**src/rtl/pqr5_core_pkg.sv**
```systemverilog
// +----------------------------------------------------------------------------+
// | Module : pqr5_core_pkg                                                     |
// | Brief  : Shared BHT types, arbiter state encoding and counter helper.      |
// | Rev    : 1.0                                                               |
// +----------------------------------------------------------------------------+
`default_nettype none

package pqr5_core_pkg;

  // Index width carried by a queued update; BHT_IDW of the arbiter must not exceed it.
  localparam int unsigned BHT_UPD_IDW = 8;

  typedef logic [1:0] bht_cnt_t;

  typedef struct packed {
    logic [BHT_UPD_IDW-1:0] idx;
    logic                   btaken;
  } bht_upd_t;

  typedef enum logic [1:0] {
    INIT    = 2'd0,
    IDLE    = 2'd1,
    RD_WAIT = 2'd2,
    WR_PEND = 2'd3
  } bht_arb_state_t;

  function automatic bht_cnt_t bht_sat_upd(input bht_cnt_t cnt, input logic taken);
    bht_cnt_t res;
    res = cnt;
    if (taken) begin
      if (cnt != 2'b11) res = cnt + 2'b01;
    end else begin
      if (cnt != 2'b00) res = cnt - 2'b01;
    end
    return res;
  endfunction

endpackage

`default_nettype wire

```
**src/rtl/bht_upd_fifo.sv**
```systemverilog
// +----------------------------------------------------------------------------+
// | Module : bht_upd_fifo                                                      |
// | Brief  : QDEPTH-entry queue of pending BHT updates; push+pop when full ok. |
// | Rev    : 1.0                                                               |
// +----------------------------------------------------------------------------+
`default_nettype none

module bht_upd_fifo
  import pqr5_core_pkg::*;
#(
  parameter int unsigned QDEPTH = 4
) (
  input  logic     clk,
  input  logic     aresetn,
  input  logic     push_i,
  input  bht_upd_t data_i,
  input  logic     pop_i,
  output bht_upd_t data_o,
  output logic     full_o,
  output logic     empty_o
);

  localparam int unsigned PTRW = (QDEPTH > 1) ? $clog2(QDEPTH) : 1;

  bht_upd_t        mem_q [QDEPTH];
  logic [PTRW-1:0] wptr_q, wptr_d;
  logic [PTRW-1:0] rptr_q, rptr_d;
  logic [PTRW:0]   cnt_q, cnt_d;
  logic            w_pop;
  logic            w_push;

  assign full_o  = (cnt_q == (PTRW+1)'(QDEPTH));
  assign empty_o = (cnt_q == '0);
  assign data_o  = mem_q[rptr_q];

  // A pop frees the head slot in the same cycle, so a full queue still accepts a push.
  assign w_pop  = pop_i & ~empty_o;
  assign w_push = push_i & (~full_o | w_pop);

  always_comb begin
    wptr_d = wptr_q;
    rptr_d = rptr_q;
    cnt_d  = cnt_q;
    if (w_push) wptr_d = wptr_q + 1'b1;
    if (w_pop)  rptr_d = rptr_q + 1'b1;
    if (w_push && !w_pop)      cnt_d = cnt_q + 1'b1;
    else if (!w_push && w_pop) cnt_d = cnt_q - 1'b1;
  end

  always_ff @(posedge clk or negedge aresetn) begin
    if (!aresetn) begin
      wptr_q <= '0;
      rptr_q <= '0;
      cnt_q  <= '0;
    end else begin
      wptr_q <= wptr_d;
      rptr_q <= rptr_d;
      cnt_q  <= cnt_d;
    end
  end

  always_ff @(posedge clk) begin
    if (w_push) mem_q[wptr_q] <= data_i;
  end

endmodule

`default_nettype wire

```
**src/rtl/bp_bht_arbiter.sv**
```systemverilog
// +----------------------------------------------------------------------------+
// | Module : bp_bht_arbiter                                                    |
// | Brief  : Single-port gshare BHT owner: lookups vs queued RMW updates, with |
// |          post-reset sweep init. Optional perf counters: PQR5_BHT_PERF_EN.  |
// | Rev    : 1.0                                                               |
// +----------------------------------------------------------------------------+
`default_nettype none

module bp_bht_arbiter
  import pqr5_core_pkg::*;
#(
  parameter int unsigned BHT_IDW  = 8,
  parameter int unsigned GHRW     = 8,
  parameter int unsigned BPCW     = BHT_IDW + 2,
  parameter int unsigned QDEPTH   = 4,
  parameter int unsigned MAX_WAIT = 8,
  parameter bht_cnt_t    CNT_INIT = 2'b01
) (
  input  logic               clk,
  input  logic               aresetn,
  input  logic               i_lkp_req,
  input  logic [BPCW-1:0]    i_lkp_pc,
  input  logic [GHRW-1:0]    i_lkp_ghr,
  output logic               o_lkp_stall,
  output logic               o_lkp_valid,
  output logic               o_lkp_taken,
  input  logic               i_upd_bht,
  input  logic [BPCW-1:0]    i_upd_pc,
  input  logic [GHRW-1:0]    i_upd_ghr,
  input  logic               i_upd_btaken,
  output logic               o_upd_drop,
`ifdef PQR5_BHT_PERF_EN
  output logic [31:0]        o_perf_upd_cnt,
  output logic [31:0]        o_perf_stall_cnt,
  output logic [31:0]        o_perf_drop_cnt,
`endif
  output logic               o_busy,
  output logic               o_ram_en,
  output logic               o_ram_we,
  output logic [BHT_IDW-1:0] o_ram_addr,
  output logic [1:0]         o_ram_wdata,
  input  logic [1:0]         i_ram_rdata
);

  localparam logic [1:0] ST_INIT    = 2'(INIT);
  localparam logic [1:0] ST_IDLE    = 2'(IDLE);
  localparam logic [1:0] ST_RD_WAIT = 2'(RD_WAIT);
  localparam logic [1:0] ST_WR_PEND = 2'(WR_PEND);

  localparam int unsigned WAITW = $clog2(MAX_WAIT + 1);

  function automatic logic [BHT_IDW-1:0] hash_idx(input logic [BPCW-1:0] pc,
                                                  input logic [GHRW-1:0] ghr);
    return pc[BPCW-1:2] ^ BHT_IDW'(ghr);
  endfunction

  logic [1:0]         state_q, state_d;
  logic [BHT_IDW-1:0] sweep_q, sweep_d;
  logic [WAITW-1:0]   wait_q, wait_d;
  logic [BHT_IDW-1:0] cur_idx_q, cur_idx_d;
  logic               cur_tk_q, cur_tk_d;
  bht_cnt_t           cnt_q, cnt_d;
  logic               force_q, force_d;
  logic               lkp_valid_q;
  logic               drop_q;

  logic [BHT_IDW-1:0] w_lkp_idx;
  logic [BHT_IDW-1:0] w_head_idx;
  bht_upd_t           w_push_data;
  bht_upd_t           w_q_head;
  logic               w_q_full;
  logic               w_q_empty;
  logic               w_q_pop;
  logic               w_force;
  logic               w_rmw_rd;
  logic               w_rmw_wr;
  logic               w_lkp_acc;
  logic               w_drop;
  bht_cnt_t           w_new_cnt;
  bht_cnt_t           w_wdata;
  logic               w_unused_pc;

  assign w_lkp_idx          = hash_idx(i_lkp_pc, i_lkp_ghr);
  assign w_push_data.idx    = BHT_UPD_IDW'(hash_idx(i_upd_pc, i_upd_ghr));
  assign w_push_data.btaken = i_upd_btaken;
  assign w_head_idx         = BHT_IDW'(w_q_head.idx);
  assign w_unused_pc        = ^{i_lkp_pc[1:0], i_upd_pc[1:0]};

  bht_upd_fifo #(
    .QDEPTH (QDEPTH)
  ) u_upd_fifo (
    .clk     (clk),
    .aresetn (aresetn),
    .push_i  (i_upd_bht),
    .data_i  (w_push_data),
    .pop_i   (w_q_pop),
    .data_o  (w_q_head),
    .full_o  (w_q_full),
    .empty_o (w_q_empty)
  );

  assign w_force = (wait_q == WAITW'(MAX_WAIT)) | w_q_full;

  // force_q keeps a forced RMW forced through its write phase, so it costs lookups two adjacent cycles.
  always_comb begin
    state_d   = state_q;
    sweep_d   = sweep_q;
    cur_idx_d = cur_idx_q;
    cur_tk_d  = cur_tk_q;
    cnt_d     = cnt_q;
    force_d   = force_q;
    w_q_pop   = 1'b0;
    w_rmw_rd  = 1'b0;
    w_rmw_wr  = 1'b0;
    w_new_cnt = bht_sat_upd(i_ram_rdata, cur_tk_q);
    w_wdata   = cnt_q;
    case (state_q)
      ST_INIT: begin
        sweep_d = sweep_q + 1'b1;
        if (sweep_q == '1) state_d = ST_IDLE;
      end
      ST_IDLE: begin
        if (!w_q_empty && (!i_lkp_req || w_force)) begin
          w_rmw_rd  = 1'b1;
          w_q_pop   = 1'b1;
          cur_idx_d = w_head_idx;
          cur_tk_d  = w_q_head.btaken;
          force_d   = w_force;
          state_d   = ST_RD_WAIT;
        end
      end
      ST_RD_WAIT: begin
        if (!i_lkp_req || force_q || w_force) begin
          w_rmw_wr = 1'b1;
          w_wdata  = w_new_cnt;
          force_d  = 1'b0;
          state_d  = ST_IDLE;
        end else begin
          cnt_d   = w_new_cnt;
          state_d = ST_WR_PEND;
        end
      end
      ST_WR_PEND: begin
        if (!i_lkp_req || w_force) begin
          w_rmw_wr = 1'b1;
          w_wdata  = cnt_q;
          force_d  = 1'b0;
          state_d  = ST_IDLE;
        end
      end
      default: state_d = ST_INIT;
    endcase
  end

  always_comb begin
    wait_d = wait_q;
    if (w_rmw_wr) begin
      wait_d = '0;
    end else if (!w_q_empty && !w_rmw_rd && (wait_q != WAITW'(MAX_WAIT))) begin
      wait_d = wait_q + 1'b1;
    end
  end

  assign o_busy      = (state_q == ST_INIT);
  assign o_lkp_stall = o_busy | w_rmw_rd | w_rmw_wr;
  assign w_lkp_acc   = i_lkp_req & ~o_lkp_stall;
  assign w_drop      = i_upd_bht & w_q_full & ~w_q_pop;

  // The port stays quiet while aresetn is low so the sweep never writes during reset.
  always_comb begin
    o_ram_en    = 1'b0;
    o_ram_we    = 1'b0;
    o_ram_addr  = '0;
    o_ram_wdata = 2'b00;
    if (aresetn) begin
      if (o_busy) begin
        o_ram_en    = 1'b1;
        o_ram_we    = 1'b1;
        o_ram_addr  = sweep_q;
        o_ram_wdata = CNT_INIT;
      end else if (w_rmw_wr) begin
        o_ram_en    = 1'b1;
        o_ram_we    = 1'b1;
        o_ram_addr  = cur_idx_q;
        o_ram_wdata = w_wdata;
      end else if (w_rmw_rd) begin
        o_ram_en    = 1'b1;
        o_ram_addr  = w_head_idx;
      end else if (w_lkp_acc) begin
        o_ram_en    = 1'b1;
        o_ram_addr  = w_lkp_idx;
      end
    end
  end

  always_ff @(posedge clk or negedge aresetn) begin
    if (!aresetn) begin
      state_q     <= ST_INIT;
      sweep_q     <= '0;
      wait_q      <= '0;
      cur_idx_q   <= '0;
      cur_tk_q    <= 1'b0;
      cnt_q       <= 2'b00;
      force_q     <= 1'b0;
      lkp_valid_q <= 1'b0;
      drop_q      <= 1'b0;
    end else begin
      state_q     <= state_d;
      sweep_q     <= sweep_d;
      wait_q      <= wait_d;
      cur_idx_q   <= cur_idx_d;
      cur_tk_q    <= cur_tk_d;
      cnt_q       <= cnt_d;
      force_q     <= force_d;
      lkp_valid_q <= w_lkp_acc;
      drop_q      <= w_drop;
    end
  end

  assign o_lkp_valid = lkp_valid_q;
  assign o_lkp_taken = lkp_valid_q & i_ram_rdata[1];
  assign o_upd_drop  = drop_q;

`ifdef PQR5_BHT_PERF_EN
  logic [31:0] perf_upd_q;
  logic [31:0] perf_stall_q;
  logic [31:0] perf_drop_q;

  always_ff @(posedge clk or negedge aresetn) begin
    if (!aresetn) begin
      perf_upd_q   <= '0;
      perf_stall_q <= '0;
      perf_drop_q  <= '0;
    end else begin
      if (w_rmw_wr)                  perf_upd_q   <= perf_upd_q + 32'd1;
      if (i_lkp_req && o_lkp_stall)  perf_stall_q <= perf_stall_q + 32'd1;
      if (w_drop)                    perf_drop_q  <= perf_drop_q + 32'd1;
    end
  end

  assign o_perf_upd_cnt   = perf_upd_q;
  assign o_perf_stall_cnt = perf_stall_q;
  assign o_perf_drop_cnt  = perf_drop_q;
`endif

endmodule

`default_nettype wire

```
**config.mk**
```make
export PLATFORM = sky130hd
export DESIGN_NAME = bp_bht_arbiter
export DESIGN_NICKNAME = d
export VERILOG_FILES = /design/src/rtl/pqr5_core_pkg.sv /design/src/rtl/bht_upd_fifo.sv /design/src/rtl/bp_bht_arbiter.sv
export SDC_FILE = /design/constraint.sdc
export NUM_CORES = 1
export LEC_CHECK = 0
export CAP_MARGIN = 20
export CORE_MARGIN = 2
export CORE_UTILIZATION = 54
export CTS_CLUSTER_SIZE = 25
export DETAILED_ROUTE_END_ITERATION = 6
export HOLD_SLACK_MARGIN = 0.03
export PLACE_DENSITY = 0.81
export SLEW_MARGIN = 20
export SYNTH_ARGS = -nofsm -noshare
export SYNTH_HDL_FRONTEND = slang
export SYNTH_SLANG_ARGS = --single-unit
```
**constraint.sdc**
```tcl
create_clock -name clk -period 2.96 [get_ports clk]
set_clock_uncertainty 0.15 [all_clocks]
set_input_delay 0.444 -clock clk [delete_from_list [all_inputs] [get_ports clk]]
set_output_delay 0.444 -clock clk [all_outputs]
set_load 0.02 [all_outputs]
```
Word-level counts from Yosys, hierarchy flattened

Memories as Yosys holds them, arrays and structs flattened.
Index checks and enable logic that the tools add are counted.

Register bits after elaboration: 35
RAM bits: 36
Output and inout port bits: 17
Memories kept: 1

Memories:

| name             | words | bits a word | rd ports | clocked after Yosys merged registers in | write ports | RTL line           | RTL |
|---|---|---|---|---|---|---|---|
| u_upd_fifo.mem_q | 4     | 9           | 1        | 0                                       | 1           | bht_upd_fifo.sv:25 | `bht_upd_t mem_q [QDEPTH];` |

$add $sub $neg: 8
Equal/unequal tests: 12
Multiplexer cells: 41
Bitwise gates (word level): 17
Reductions and logical operators: 23

Operators by type and width:

| cell                                                           | count |
|---|---|
| 8-bit 2-to-1 mux                                               | 5 |
| 2-bit 2-to-1 mux                                               | 12 |
| 1-bit 2-to-1 mux                                               | 17 |
| 8-bit bitwise XOR                                              | 2 |
| 8-bit by 1-bit adder with 8-bit output (second input constant) | 1 |
| 8-bit == test (second input constant)                          | 1 |
| 4-bit 2-to-1 mux                                               | 2 |
| 2-bit inequality test (second input constant)                  | 4 |
| 2-bit case mux with 4 select lines                             | 1 |
| 2-bit by 1-bit adder with 2-bit output (second input constant) | 3 |
| 1-bit bitwise AND                                              | 6 |
| 3-bit 2-to-1 mux                                               | 2 |
| 2-bit nonzero test                                             | 3 |
| 1-bit logical AND                                              | 5 |
| 1-bit zero test                                                | 5 |
| 1-bit inverter                                                 | 5 |
| 4-bit by 1-bit adder with 4-bit output (second input constant) | 1 |
| 2-bit == test (second input constant)                          | 2 |
| 4-bit == test (second input constant)                          | 1 |
| 4-bit inequality test (second input constant)                  | 1 |
| 1-bit bitwise OR                                               | 4 |
| 2-bit AND reduction                                            | 2 |
| 4-bit AND reduction                                            | 1 |
| 3-bit by 1-bit adder with 3-bit output (second input constant) | 1 |
| other kinds (12)                                               | 14 |

Longest topological paths before layout

Gate-level depths: netlist (run 1).

Depth after elaboration: 15
Gate-level depth with buffers: 13
Depth with buffers taken out: 11

Hierarchy

From an unflattened synthesis (run 1), not the netlist that was laid out.

Cell total of the unflattened synthesis: 276
Area total of the unflattened synthesis: 3654.8 um^2

Modules (own cells, without submodules):

| module         | instances | cells each | area an instance (um^2) |
|---|---|---|---|
| bp_bht_arbiter | 1         | 194        | 1916.8 |
| bht_upd_fifo   | 1         | 82         | 1737.9 |

Least setup slack after synthesis (run 1)

No wires, ideal clock.

Kind: reg-to-output
Start: register wait_q[0]
End: output port o_ram_addr[0]
Data arrival time: 2.122 ns
Required time: 2.366 ns
Path slack: 0.244 ns
Stages on the path, launching flop included: 9
Path buffers: 2
Cells stage by stage: dfrtp_1 inv_1 ha_1 and3b_1 o32a_1 buf_6 and2_4 buf_6 o31ai_1

Cells in the longest elaborated chain, start to end: 15
Elaborated cells on any way between the ends: 19

Ends and longest elaborated chain:

| element                        | RTL line                                     | RTL |
|---|---|---|
| start, declared                | bp_bht_arbiter.sv:59                         | `logic [WAITW-1:0] wait_q, wait_d;` |
| start signal, assigned         | bp_bht_arbiter.sv:210                        | `wait_q <= wait_d;` |
| 4-bit == test *                | bp_bht_arbiter.sv:102                        | `assign w_force = (wait_q == WAITW'(MAX_WAIT)) \| w_q_full;` |
| 1-bit bitwise OR *             | bp_bht_arbiter.sv:102                        |  |
| 1-bit logical OR               | bp_bht_arbiter.sv:123, bp_bht_arbiter.sv:144 |  |
| 1-bit logical AND              | bp_bht_arbiter.sv:123                        | `if (!w_q_empty && (!i_lkp_req \|\| w_force)) begin` |
| 1-bit 2-to-1 mux               | bp_bht_arbiter.sv:123                        |  |
| 1-bit 2-to-1 mux               | bp_bht_arbiter.sv:117                        | `case (state_q)` |
| 1-bit bitwise OR (2 in series) | bp_bht_arbiter.sv:165                        | `assign o_lkp_stall = o_busy \| w_rmw_rd \| w_rmw_wr;` |
| 1-bit inverter                 | bp_bht_arbiter.sv:166                        | `assign w_lkp_acc = i_lkp_req & ~o_lkp_stall;` |
| 1-bit bitwise AND              | bp_bht_arbiter.sv:166                        |  |
| 8-bit 2-to-1 mux               | bp_bht_arbiter.sv:189                        | `end else if (w_lkp_acc) begin` |
| 8-bit 2-to-1 mux               | bp_bht_arbiter.sv:186                        | `end else if (w_rmw_rd) begin` |
| 8-bit 2-to-1 mux *             | bp_bht_arbiter.sv:181                        | `end else if (w_rmw_wr) begin` |
| 8-bit 2-to-1 mux *             | bp_bht_arbiter.sv:176                        | `if (o_busy) begin` |
| 8-bit 2-to-1 mux *             | bp_bht_arbiter.sv:175                        | `if (aresetn) begin` |
| end, declared                  | bp_bht_arbiter.sv:40                         | `output logic [BHT_IDW-1:0] o_ram_addr,` |

Every way passes the cells marked *; elsewhere a longest branch is shown, timed or not.

Final worst setup path (run 1)

Start: register wait_q[0]
End: output port o_ram_addr[1]

The elaborated chain is that of the path after synthesis.

==> flow_summary.ini, run 1 <==
[outcome]
outcome = complete, no violations

[worst_setup_path]
cp.arrival_ns = 2.31
reg2reg_depth = 13
critPathBufInv = 3
slowest_delay_ns = 0.37
r2r-end = u_upd_fifo.cnt_q[2]
start_kind = flip-flop
worst_path_max_delay_cell = dfrtp_1
crit_chain = inv_2, ha_2, and3b_2, o32a_1, and2_4, buf_6, o31ai_2, buf_2
r2r_setup_slack_ns = 0.37
path_depth = 8
cp_max_fo = 8
critical-path-top-delay-family = compound AO/OA/AOI/OAI gates
rr_startpoint = wait_q[0]
critPathCaptureType = primary output
cp.required_ns = 2.37
crit_type = flip-flop to primary output

[cells_and_area]
n_antenna_cell = 0
final_common_cell = clkdlybuf4s50_1
final_nets = 425
syn_to_final_growth_pct = 27.9
layout_common_cells = clkdlybuf4s50_1, edfxtp_1, dfrtp_1
multi_input_area_mm2 = 0.00167
fillerInstances = 459
seqCellArea_mm2 = 0.00196
fin_cells = 454
fin_area_mm2 = 0.00472
drive_gt1_share_pct = 25.9
post-route-util_pct = 70.3

[floorplanning]
initial_core_util_pct = 54.9
die_w_um = 86.7
ioPinCount = 60
coreArea_mm2 = 0.00672
die_area_mm2 = 0.00751
fp-row-count = 30
fp.dieH_um = 86.7

[grt]
grt.overflow.total = 0
grtUsageTotal_pct = 21.9
grt_pass1_wl_um = 12400
first_global_vias = 2599
grt_max_degree = 23
antenna_found_initial = 0

[synthesis]
yosysSeqAreaShare_pct = 53.0
synth_ff_type = edfxtp_1
yosysWarnings = 0
syn_area_per_cell_um2 = 12.9
synth_top_area_share_pct = 29.3
synth_edf_count = 36
async_flop_share_pct = 49.3
synthTopCellsByArea = edfxtp_1, dfrtp_1, mux4_2, xor2_1, ha_1
ys_ff_latch = 71
syn_inst = 286
synth_top_area_cell = edfxtp_1
yosysUniqueCellTypes = 52
synth_area_mm2 = 0.00369
syn_nets = 342

[timing]
rsz0062_at_grt = true
worst_pin_slew_ns = 0.509
finalWorstSetupSlack_ns = 0.0545
max_freq_mhz = 344
finalSetupViolCount = 0
hold_viol_final = 0
slew_headroom_pct = 66.1
fin_setup_tns_ns = 0
hold_ws_ns = 0.326
finalCritPeriodShare_pct = 98.2
period_minus_slack_ns = 2.91
slew_violations = 0

[drt]
num_vias = 2614
drc = 0
drt_first_pass_iters = 4
drt_first_iter_violations = 144
wl_per_cell_um = 16.8
wirelength_um = 7650
viasPerCell = 5.76
ant_nets = 0

[placed_design]
hpwl_um = 5510
port_buffers = 55
gp_congestion = 0.875
place_area_mm2 = 0.00447
pre_cts_slack_ns = -0.186
dp.cells = 433

[power_and_ir_drop]
comb_power_share_pct = 48.7
sw_frac_of_total_pct = 38.9
p_int_mw = 2.80
clkPwrFrac_pct = 15.9
total_power_mw = 4.59
p_per_area_mw_per_mm2 = 971
power_frac_seq_pct = 35.3
power.leakage_nw = 2.05
ir_drop_uv = 421
switchingPower_mw = 1.79

[cts]
cts.htree.levels = 3
clkTransAtPathRegs_ns = 0.09
cts_sinks = 71
cts_buffers = 9
clkLatencyLatePin_ns = 0.35
clock_path_buffers = 2
root_buffer = clkbuf_8
cts_tree = built

[min_path]
hold_class = flip-flop to flip-flop
worstHoldStart = cur_idx_q[6]
whs_path_depth = 1
hold-path-endpoint = cur_idx_q[6]

[job]
max-cap-violations = 0
logic make-up (layout without fill, tap and decap cells):
family                   count (synthesis)  in the layout  share of synthesized area, %
flip-flops                              71             71                          53.0
AND/OR/NAND/NOR                         67             67                          10.3
AO/OA/AOI/OAI                           60             60                          13.1
XOR/XNOR                                31             31                          7.36
buffers and inverters                   26            114                          3.39
multiplexers                            18             18                          8.17
adder cells (fa/ha/maj)                 13             13                          4.61
worst max path at each step:
stage	start	to	slack [ns]
global route	wait_q[0]	o_ram_addr[1]	-0.07
detailed placement	i_lkp_req	o_ram_addr[6]	-0.19
finish	wait_q[0]	o_ram_addr[1]	0.05
global placement	i_lkp_req	o_ram_addr[0]	-0.16
CTS	wait_q[0]	o_ram_wdata[1]	0.01
floorplan	wait_q[0]	o_ram_addr[0]	0.24
what timing repair did:
item / CTS / global route
endpoints found under the setup margin: 13 / 9
setup buffers: 1 / 3
hold endpoints to repair: 5 / 0
resized for setup: 47 / 24
pin swaps: 3 / 2
hold buffers: 1 / 0
power by group through the flow:
stage | Clock (mW) | Combinational [mW] | Sequential [mW]
2_1_floorplan | 0 | 1.46 | 1.56
3_3_place_gp | 0 | 2.11 | 1.61
3_5_place_dp | 0 | 2.19 | 1.63
4_1_cts | 0.743 | 2.16 | 1.61
5_1_grt | 0.799 | 2.46 | 1.66
6_report | 0.731 | 2.23 | 1.62
cells in the mapped netlist, types with 4 or more instances:
library cell  number
edfxtp_1          36
dfrtp_1           35
xor2_1            23
and3_1            12
ha_1              12
nand2_1           11
nor2_1            11
a31oi_1           10
inv_1             10
mux4_2             9
a21o_1             8
o211a_1            8
xnor2_1            8
a41oi_1            7
clkbuf_1           7
mux2_2             7
and2_1             5
nand3_1            5
nor2b_1            5
o31ai_1            5
buf_2              4
o31ai_2            4
per-layer routing:
metal  up-vias  part of all wire, %  track usage [%]
met2        80                   51             35.9
li1       1244                    -                -
met5         -                    0                0
met1      1276                   43             28.9
met4         0                  1.8             8.38
met3        14                  4.3             4.29
final cells by class:
cell class / count / area share (%)
clock buffers: 9 / 2.62
clock inverters: 7 / 1.27
inverters: 10 / 0.795
multi-input cells: 189 / 35.4
flip-flops and latches: 71 / 41.5
well taps: 80 / 2.12
repair buffers: 88 / 16.4
flip-flops by register name, summed over array words and instances (netlist names):
signal,cells
sweep_q,8
cur_tk_q,1
cnt_q,2
u_upd_fifo.rptr_q,2
state_q,2
u_upd_fifo.wptr_q,2
force_q,1
u_upd_fifo.cnt_q,3
o_lkp_valid,1
o_upd_drop,1
cur_idx_q,8
wait_q,4
u_upd_fifo.mem_q,36
No activity file was read; power rests on OpenSTA's default activity.
==> run 2: changes to the inputs <==
--- a/config.mk
+++ b/config.mk
@@ -12,6 +12,7 @@
 export DETAILED_ROUTE_END_ITERATION = 6
 export HOLD_SLACK_MARGIN = 0.03
 export PLACE_DENSITY = 0.81
+export REMOVE_ABC_BUFFERS = 1
 export SLEW_MARGIN = 20
 export SYNTH_ARGS = -nofsm -noshare
 export SYNTH_HDL_FRONTEND = slang
==> run 2 against run 1 <==
Cell area fell by 0.82%. Clock power barely moved. Die area did not move. Critical path depth fell by 1. Largest cell class unchanged. Largest power group unchanged.
==> flow_summary.ini, run 2 (synthesis gave the netlist of run 1 again) <==
[outcome]
outcome = complete, no violations

[cts]
root_buffer = clkbuf_8
clkLatencyLatePin_ns = 0.36
clkTransAtPathRegs_ns = 0.08
cts_sinks = 71
cts_tree = built
clock_path_buffers = 2
cts.htree.levels = 3
cts_buffers = 9

[drt]
viasPerCell = 5.74
wirelength_um = 7620
drt_first_pass_iters = 4
num_vias = 2595
ant_nets = 0
drt_first_iter_violations = 150
wl_per_cell_um = 16.8
drc = 0

[floorplanning]
fp-row-count = 30
die_w_um = 86.7
initial_core_util_pct = 54.9
fp.dieH_um = 86.7
die_area_mm2 = 0.00751
coreArea_mm2 = 0.00672
ioPinCount = 60

[cells_and_area]
fillerInstances = 457
fin_cells = 452
drive_gt1_share_pct = 25.0
n_antenna_cell = 0
syn_to_final_growth_pct = 26.9
reg_top3 = u_upd_fifo.mem_q: 36 flops, cur_idx_q: 8 flops, sweep_q: 8 flops
largest_register = u_upd_fifo.mem_q
final_nets = 423
largest_reg_flops = 36
final_common_cell = clkdlybuf4s50_1
multi_input_area_mm2 = 0.00168
seqCellArea_mm2 = 0.00196
layout_common_cells = clkdlybuf4s50_1, edfxtp_1, dfrtp_1
post-route-util_pct = 69.7

[worst_setup_path]
crit_chain = inv_1, ha_2, and3b_2, o32a_1, and2_4, o41a_1, buf_2
start_kind = flip-flop
rr_startpoint = wait_q[0]
slowest_delay_ns = 0.37
crit_start = wait_q[0]
cp.required_ns = 2.37
worst_path_max_delay_cell = o41a_1
crit_type = flip-flop to primary output
cp.arrival_ns = 2.27
critPathCaptureType = primary output
cp_max_fo = 6

[placed_design]
port_buffers = 55
hpwl_um = 5380
gp_congestion = 0.878
dp.cells = 433

[grt]
antenna_found_initial = 0
grt.overflow.total = 0
grtUsageTotal_pct = 21.5
first_global_vias = 2585
grt_pass1_wl_um = 12300
grt_max_degree = 20

[power_and_ir_drop]
sw_frac_of_total_pct = 39.1
comb_power_share_pct = 47.6
power.leakage_nw = 2.03
ir_drop_uv = 487
power_frac_seq_pct = 36.3
total_power_mw = 4.50
p_int_mw = 2.74
p_per_area_mw_per_mm2 = 962
switchingPower_mw = 1.76
clkPwrFrac_pct = 16.2

[timing]
rsz0062_at_grt = false
max_freq_mhz = 349
finalSetupViolCount = 0
hold_viol_final = 0
slew_violations = 0
worst_pin_slew_ns = 0.499
hold_ws_ns = 0.325
slew_headroom_pct = 66.7
period_minus_slack_ns = 2.87
finalCritPeriodShare_pct = 96.9

[min_path]
hold_class = flip-flop to flip-flop
worstHoldStart = cur_idx_q[6]

[job]
max-cap-violations = 0
-- run 2: worst max-delay path, delay by kind of cell (launching register included) --
family	cells	cell delay (ns)
AO/OA/AOI/OAI	2	0.72
AND/OR/NAND/NOR	2	0.45
flip-flops	1	0.35
buffers and inverters	2	0.23
adder cells (fa/ha/maj)	1	0.18
-- run 2: power groups by stage --
stage / sequential (mW) / combinational, mW / clock, mW
2_1_floorplan: 1.62 / 1.33 / 0
3_3_place_gp: 1.62 / 2.07 / 0
3_5_place_dp: 1.64 / 2.14 / 0
4_1_cts: 1.63 / 2.13 / 0.745
5_1_grt: 1.67 / 2.36 / 0.791
6_report: 1.63 / 2.14 / 0.729
-- run 2: layer usage --
metal	GRT usage (%)	part of all wire (%)
met5	0	0
met4	8.95	2.0
met3	4.29	4.1
met2	35.6	50
met1	27.9	44
-- run 2: path summary, 6_finish.rpt --
kind / to / depth (start not counted) / slack [ns]
worst max-delay path: o_ram_en / 7 / 0.09
worst min-delay path: cur_idx_q[6] / 1 / 0.33
worst max register to register: u_upd_fifo.cnt_q[2] / 12 / 0.44
worst min register to register: cur_idx_q[6] / 1 / 0.33
max in group asynchronous: wait_q[2] / 3 / 1.78
min in group asynchronous: cur_tk_q / 2 / 0.34
-- run 2: metrics by stage --
stage / setup TNS (ns) / setup slack (ns) / cell area (um2)
final: 0 / 0.0929 / 4680
after CTS: -0.0667 / -0.0604 / 4680
after global placement: -1.90 / -0.201 / 4470
after floorplan: 0 / 0.178 / 3600
after detailed placement: -1.99 / -0.208 / 4470
after global routing: 0 / 0.00151 / 4680
-- run 2: final cells by class --
type	count	share of cell area, %
sequential	71	41.8
multi-input combinational	190	35.8
timing repair buffer	85	15.5
clock buffer	9	2.65
tap	80	2.14
clock inverter	7	1.31
inverter	10	0.802
-- run 2: repair_timing --
item                                    CTS  global route
hold buffers                              1             0
pin swaps                                 1             4
hold endpoints to repair                  8             0
endpoints found under the setup margin   13            11
setup buffers                             0             2
resized for setup                        57             7
gates cloned                              1             0
==> patch 1, RTL diff (settings of run 2) <==
`QDEPTH` is set to 4 in 2 places; all go to 16.
--- a/src/rtl/bht_upd_fifo.sv
+++ b/src/rtl/bht_upd_fifo.sv
@@ -8,7 +8,7 @@
 module bht_upd_fifo
   import pqr5_core_pkg::*;
 #(
-  parameter int unsigned QDEPTH = 4
+  parameter int unsigned QDEPTH = 16
 ) (
   input  logic     clk,
   input  logic     aresetn,
--- a/src/rtl/bp_bht_arbiter.sv
+++ b/src/rtl/bp_bht_arbiter.sv
@@ -12,7 +12,7 @@
   parameter int unsigned BHT_IDW  = 8,
   parameter int unsigned GHRW     = 8,
   parameter int unsigned BPCW     = BHT_IDW + 2,
-  parameter int unsigned QDEPTH   = 4,
+  parameter int unsigned QDEPTH   = 16,
   parameter int unsigned MAX_WAIT = 8,
   parameter bht_cnt_t    CNT_INIT = 2'b01
 ) (
Check against the original RTL: not equivalent (Yosys sat finds a counterexample within 10 cycles, from zero or initial values and one cycle with aresetn low).
==> patch 1 against run 2 <==
The flow now finishes with violations (setup timing); area after synthesis grew 120%; final area rose by 120%; critical path depth unchanged; sequential power rose by 120%; die area grew 120%; core utilization is 0.16 points higher; non-clock buffer count increased by 50; sequential cell count grew 114; worst setup slack worse by 370 ps; power up 140%; wire length grew to 2.5 times the old value; cell count rose by 88%; critical path type unchanged; largest power group unchanged; highest routed layer unchanged.
==> patch 1: results (changes against run 2) <==
multiplexer area fraction after synthesis - 14.0% (was 8.17%)
setup TNS - -2150 ps (was 0 ps)
Met2 Routed Length - 10100 um (was 3790 um)
register area share after synthesis - 65.4% (was 53.0%)
Final setup viols - 13 (was 0)
share of layout cells above drive strength 1 - 35.2% (was 25.0%)
Unique masters post-synth - 48 (was 52)
met3 routed WL - 1110 um (was 312 um)
first-pass GRT wire length - 29200 um (was 12300 um)
Avg Cell Area, Syn - 15.8 um2 (was 12.9 um2)
detailed placer's ending HPWL - 11700 um (was 5380 um)
DP Area - 0.00932 mm2 (was 0.00447 mm2)
Non-Filler Instances - 850 (was 452)
Synth Area in Compound Gates - 5.01% (was 13.1%)
top cells by count, synth - 144 x edfxtp_1, 52 x nand2_1, 41 x dfrtp_1 (was 36 x edfxtp_1, 35 x dfrtp_1, 23 x xor2_1)
routing usage on met1 - 29.3% (was 27.9%)
vias in the first global route - 5391 (was 2585)
Hold Slack - 342 ps (was 325 ps)
Total Nets Final - 709 (was 423)
Max-slew headroom - 33.9% (was 66.7%)
routability cong. - 0.859 (was 0.878)
Worst Hold Class - primary input to asynchronous set/reset pin (was register to register)
R2R Path End - u_upd_fifo.cnt_q[4]$_DFFE_PN0P_ (was u_upd_fifo.cnt_q[2]$_DFFE_PN0P_)
Placed Cells - 796 (was 433)
top cells by area, synth - edfxtp_1 53%, dfrtp_1 13%, mux4_2 11%, mux2i_1 2.6%, xnor2_1 2.5% (was edfxtp_1 29%, dfrtp_1 24%, mux4_2 5.5%, xor2_1 5.5%, ha_1 4.1%)
Post-synth EDFFs - 144 (was 36)
GRT Util Overall - 24.3% (was 21.5%)
Synth async-reset ratio - 22.2% (was 49.3%)
DR WL/cell - 22.5 um (was 16.8 um)
top cell family by delay on the critical path - simple AND/OR/NAND/NOR gates (was compound AO/OA/AOI/OAI gates)
Worst-Skew Late Latency - 440 ps (was 360 ps)
M3 GR Usage - 4.52% (was 4.29%)
clock share of power - 21.3% (was 16.2%)
failing checks - setup timing
status - finished with violations (was completed)
WL met1 - 7190 um (was 3360 um)
slowest stage delay, CP - 640 ps (was 370 ps)
worst r2r src - u_upd_fifo.cnt_q[2]$_DFFE_PN0P_ (was wait_q[0]$_DFFE_PN0P_)
cts bufs inserted - 17 (was 9)
first-iteration detailed-routing DRC count - 583 (was 150)
VDD IR max - 0.600 mV (was 0.487 mV)
slack of the critical path - -274 ps (was 92.9 ps)
==> patch 1: cell families (layout without fill, tap and decap cells) <==
logic type / count (synthesis) / count (layout)
simple gates: 120 / 122
flops: 185 / 185
mux: 65 / 65
fa+ha+maj: 17 / 17
buf+inv: 40 / 181
xor+xnor: 37 / 37
compound gates: 55 / 55
==> patch 1: what timing repair did <==
item | in CTS | in global routing
hold buffers | 1 | 0
resized for setup | 121 | 35
endpoints found under the setup margin | 16 | 65
gates cloned | 4 | 0
buffers inserted | 12 | 7
pin swaps | 23 | 21
hold endpoints to repair | 16 | 0
==> patch 1: cell type report <==
type / count / area (um2)
Timing Repair Buffer: 135 / 1220
Inverter: 14 / 60.1
Clock buffer: 17 / 425
Clock inverter: 15 / 183
Sequential cell: 185 / 5350
Fill cell: 909 / 4530
Tap cell: 188 / 235
Multi-Input combinational cell: 296 / 3030
==> patch 2, RTL diff (settings of run 2) <==
Made on the original files. Build with the macro `PQR5_BHT_PERF_EN` defined.
--- a/src/rtl/bp_bht_arbiter.sv
+++ b/src/rtl/bp_bht_arbiter.sv
@@ -5,6 +5,8 @@
 // | Rev    : 1.0                                                               |
 // +----------------------------------------------------------------------------+
 `default_nettype none
+
+`define PQR5_BHT_PERF_EN
 
 module bp_bht_arbiter
   import pqr5_core_pkg::*;
Behaviour (old outputs only; new: o_perf_drop_cnt, o_perf_stall_cnt and o_perf_upd_cnt): unchanged (equiv_simple and equiv_induct, registers matched by name and starting in step).
==> patch 2 against run 2 <==
Maximum frequency is 1.9% lower; clock power rose to 2.9 times the old value; worst setup slack worse by 54 ps; die area grew 110%; sequential share of layout area is 0.37 points lower; cell count increased by 140%; area after synthesis rose by 110%; largest cell class unchanged; final area increased by 120%; wire length grew 130%; sequential cell count is 96 higher; critical path depth is 1 higher; power rose by 34%.
==> patch 2: results (changes against run 2) <==
Worst-Skew Late Latency - 420 ps (was 360 ps)
Synth async-reset ratio - 78.4% (was 49.3%)
VDD IR max - 0.433 mV (was 0.487 mV)
via/cell ratio - 5.54 (was 5.74)
critical path arrival - 2330 ps (was 2270 ps)
largest net degree at the start of global routing - 50 (was 20)
Worst-path clk slew - 60 ps (was 80 ps)
post-synthesis instance total - 670 (was 286)
register area share after synthesis - 55.3% (was 53.0%)
slowest stage delay, CP - 400 ps (was 370 ps)
pre-CTS WS - -278 ps (was -208 ps)
routability cong. - 0.873 (was 0.878)
Detailed Route WL - 17900 um (was 7620 um)
first-iteration detailed-routing DRC count - 319 (was 150)
top cells by area, synth - dfrtp_1 42%, edfxtp_1 14%, xnor2_1 8.4%, xor2_1 5.4%, mux4_2 2.6% (was edfxtp_1 29%, dfrtp_1 24%, mux4_2 5.5%, xor2_1 5.5%, ha_1 4.1%)
Max-slew headroom - 59.7% (was 66.7%)
Filler cells - 970 (was 457)
Total Nets Final - 927 (was 423)
status - completed (unchanged)
H-tree levels - 4 (was 3)
share of layout cells above drive strength 1 - 14.9% (was 25.0%)
Placed Cells - 1027 (was 433)
cts bufs inserted - 17 (was 9)
GRT Util Overall - 23.7% (was 21.5%)
detailed placer's ending HPWL - 13000 um (was 5380 um)
DP Area - 0.00986 mm2 (was 0.00447 mm2)
vias in the first global route - 6088 (was 2585)
footprint of the multi-input gates - 0.00341 mm2 (was 0.00168 mm2)
top cells by count, synth - 131 x dfrtp_1, 76 x xnor2_1, 51 x nand2_1 (was 36 x edfxtp_1, 35 x dfrtp_1, 23 x xor2_1)
Main synth FF type - dfrtp_1 (was edfxtp_1)
input/output buffers - 151 (was 55)
TritonRoute pass-1 iters - 5 (was 4)
[patch 2: cell types whose count changed after synthesis, moves of 15 or more]
cell	run 2	this run
and2_1	5	20
a21oi_1	3	20
xor2_1	23	49
dfrtp_1	35	131
nand3_1	5	31
nor2_1	11	31
nand4_1	2	27
nand2_1	11	51
xnor2_1	8	76
[patch 2: cells by family (layout without fill, tap and decap cells)]
family          count (synthesis)  after routing  share of synthesized area [%]
mux                            16             16                           3.56
flops                         167            167                           55.3
compound gates                 67             67                           6.08
simple gates                  234            234                           16.1
buf+inv                        45            256                           2.43
xor+xnor                      125            125                           13.9
fa+ha+maj                      16             16                           2.63
[patch 2: timing repair]
item,CTS,global route
pin swaps,1,8
resized for setup,56,24
setup buffers,1,4
setup endpoints to repair,13,13
endpoints found under the hold margin,17,0
hold buffers,1,0
[patch 2: routing by layer]
metal / share of wire (%) / vias to the layer above / global-route usage [%]
li1: - / 2760 / -
met1: 42 / 2912 / 30.4
met3: 5.0 / 31 / 5.37
met5: 0 / - / 0
met4: 1.8 / 0 / 7.45
met2: 51 / 201 / 40.5
[patch 2: report_power, final]
group | switching [mW] | internal [mW] | leakage, nW
Clock | 0.879 | 1.23 | 0.258
Sequential | 0.172 | 2.62 | 2.06
Combinational | 0.608 | 0.534 | 2.27
[patch 2: area by class of cell]
| cell class | count | area share, % |
|---|---|---|
| clock buffers | 19 | 4.11 |
| clock inverters | 13 | 1.26 |
| repair buffers | 204 | 17.9 |
| well taps | 184 | 2.19 |
| flip-flops and latches | 167 | 41.4 |
| inverters | 20 | 0.713 |
| multi-input cells | 458 | 32.4 |
[patch 2: worst register-to-register path, stage by stage (launching register included)]
cell and delay [ps]:
dfrtp_1 380, inv_1 70, ha_1 200, and3b_1 220
o311a_4 380, inv_1 110, buf_4 110, ha_1 170
inv_1 70, fa_1 370, xor2_1 170, nor2_1 120
xor2_1 180
[patch 2: final timing paths]
check / from / endpoint / slack, ps / cells after the start
worst max-delay path: wait_q[1]$_DFFE_PN0P_ / o_ram_addr[6] / 40 / 8
worst max register to register: wait_q[1]$_DFFE_PN0P_ / u_upd_fifo.cnt_q[2]$_DFFE_PN0P_ / 200 / 12
max in group asynchronous: aresetn / o_perf_stall_cnt[13]$_DFFE_PN0P_ / 1430 / 3
worst min-delay path: o_perf_upd_cnt[31]$_DFFE_PN0P_ / o_perf_upd_cnt[31]$_DFFE_PN0P_ / 330 / 1
worst min register to register: o_perf_upd_cnt[31]$_DFFE_PN0P_ / o_perf_upd_cnt[31]$_DFFE_PN0P_ / 330 / 1
min in group asynchronous: aresetn / o_perf_upd_cnt[1]$_DFFE_PN0P_ / 350 / 2
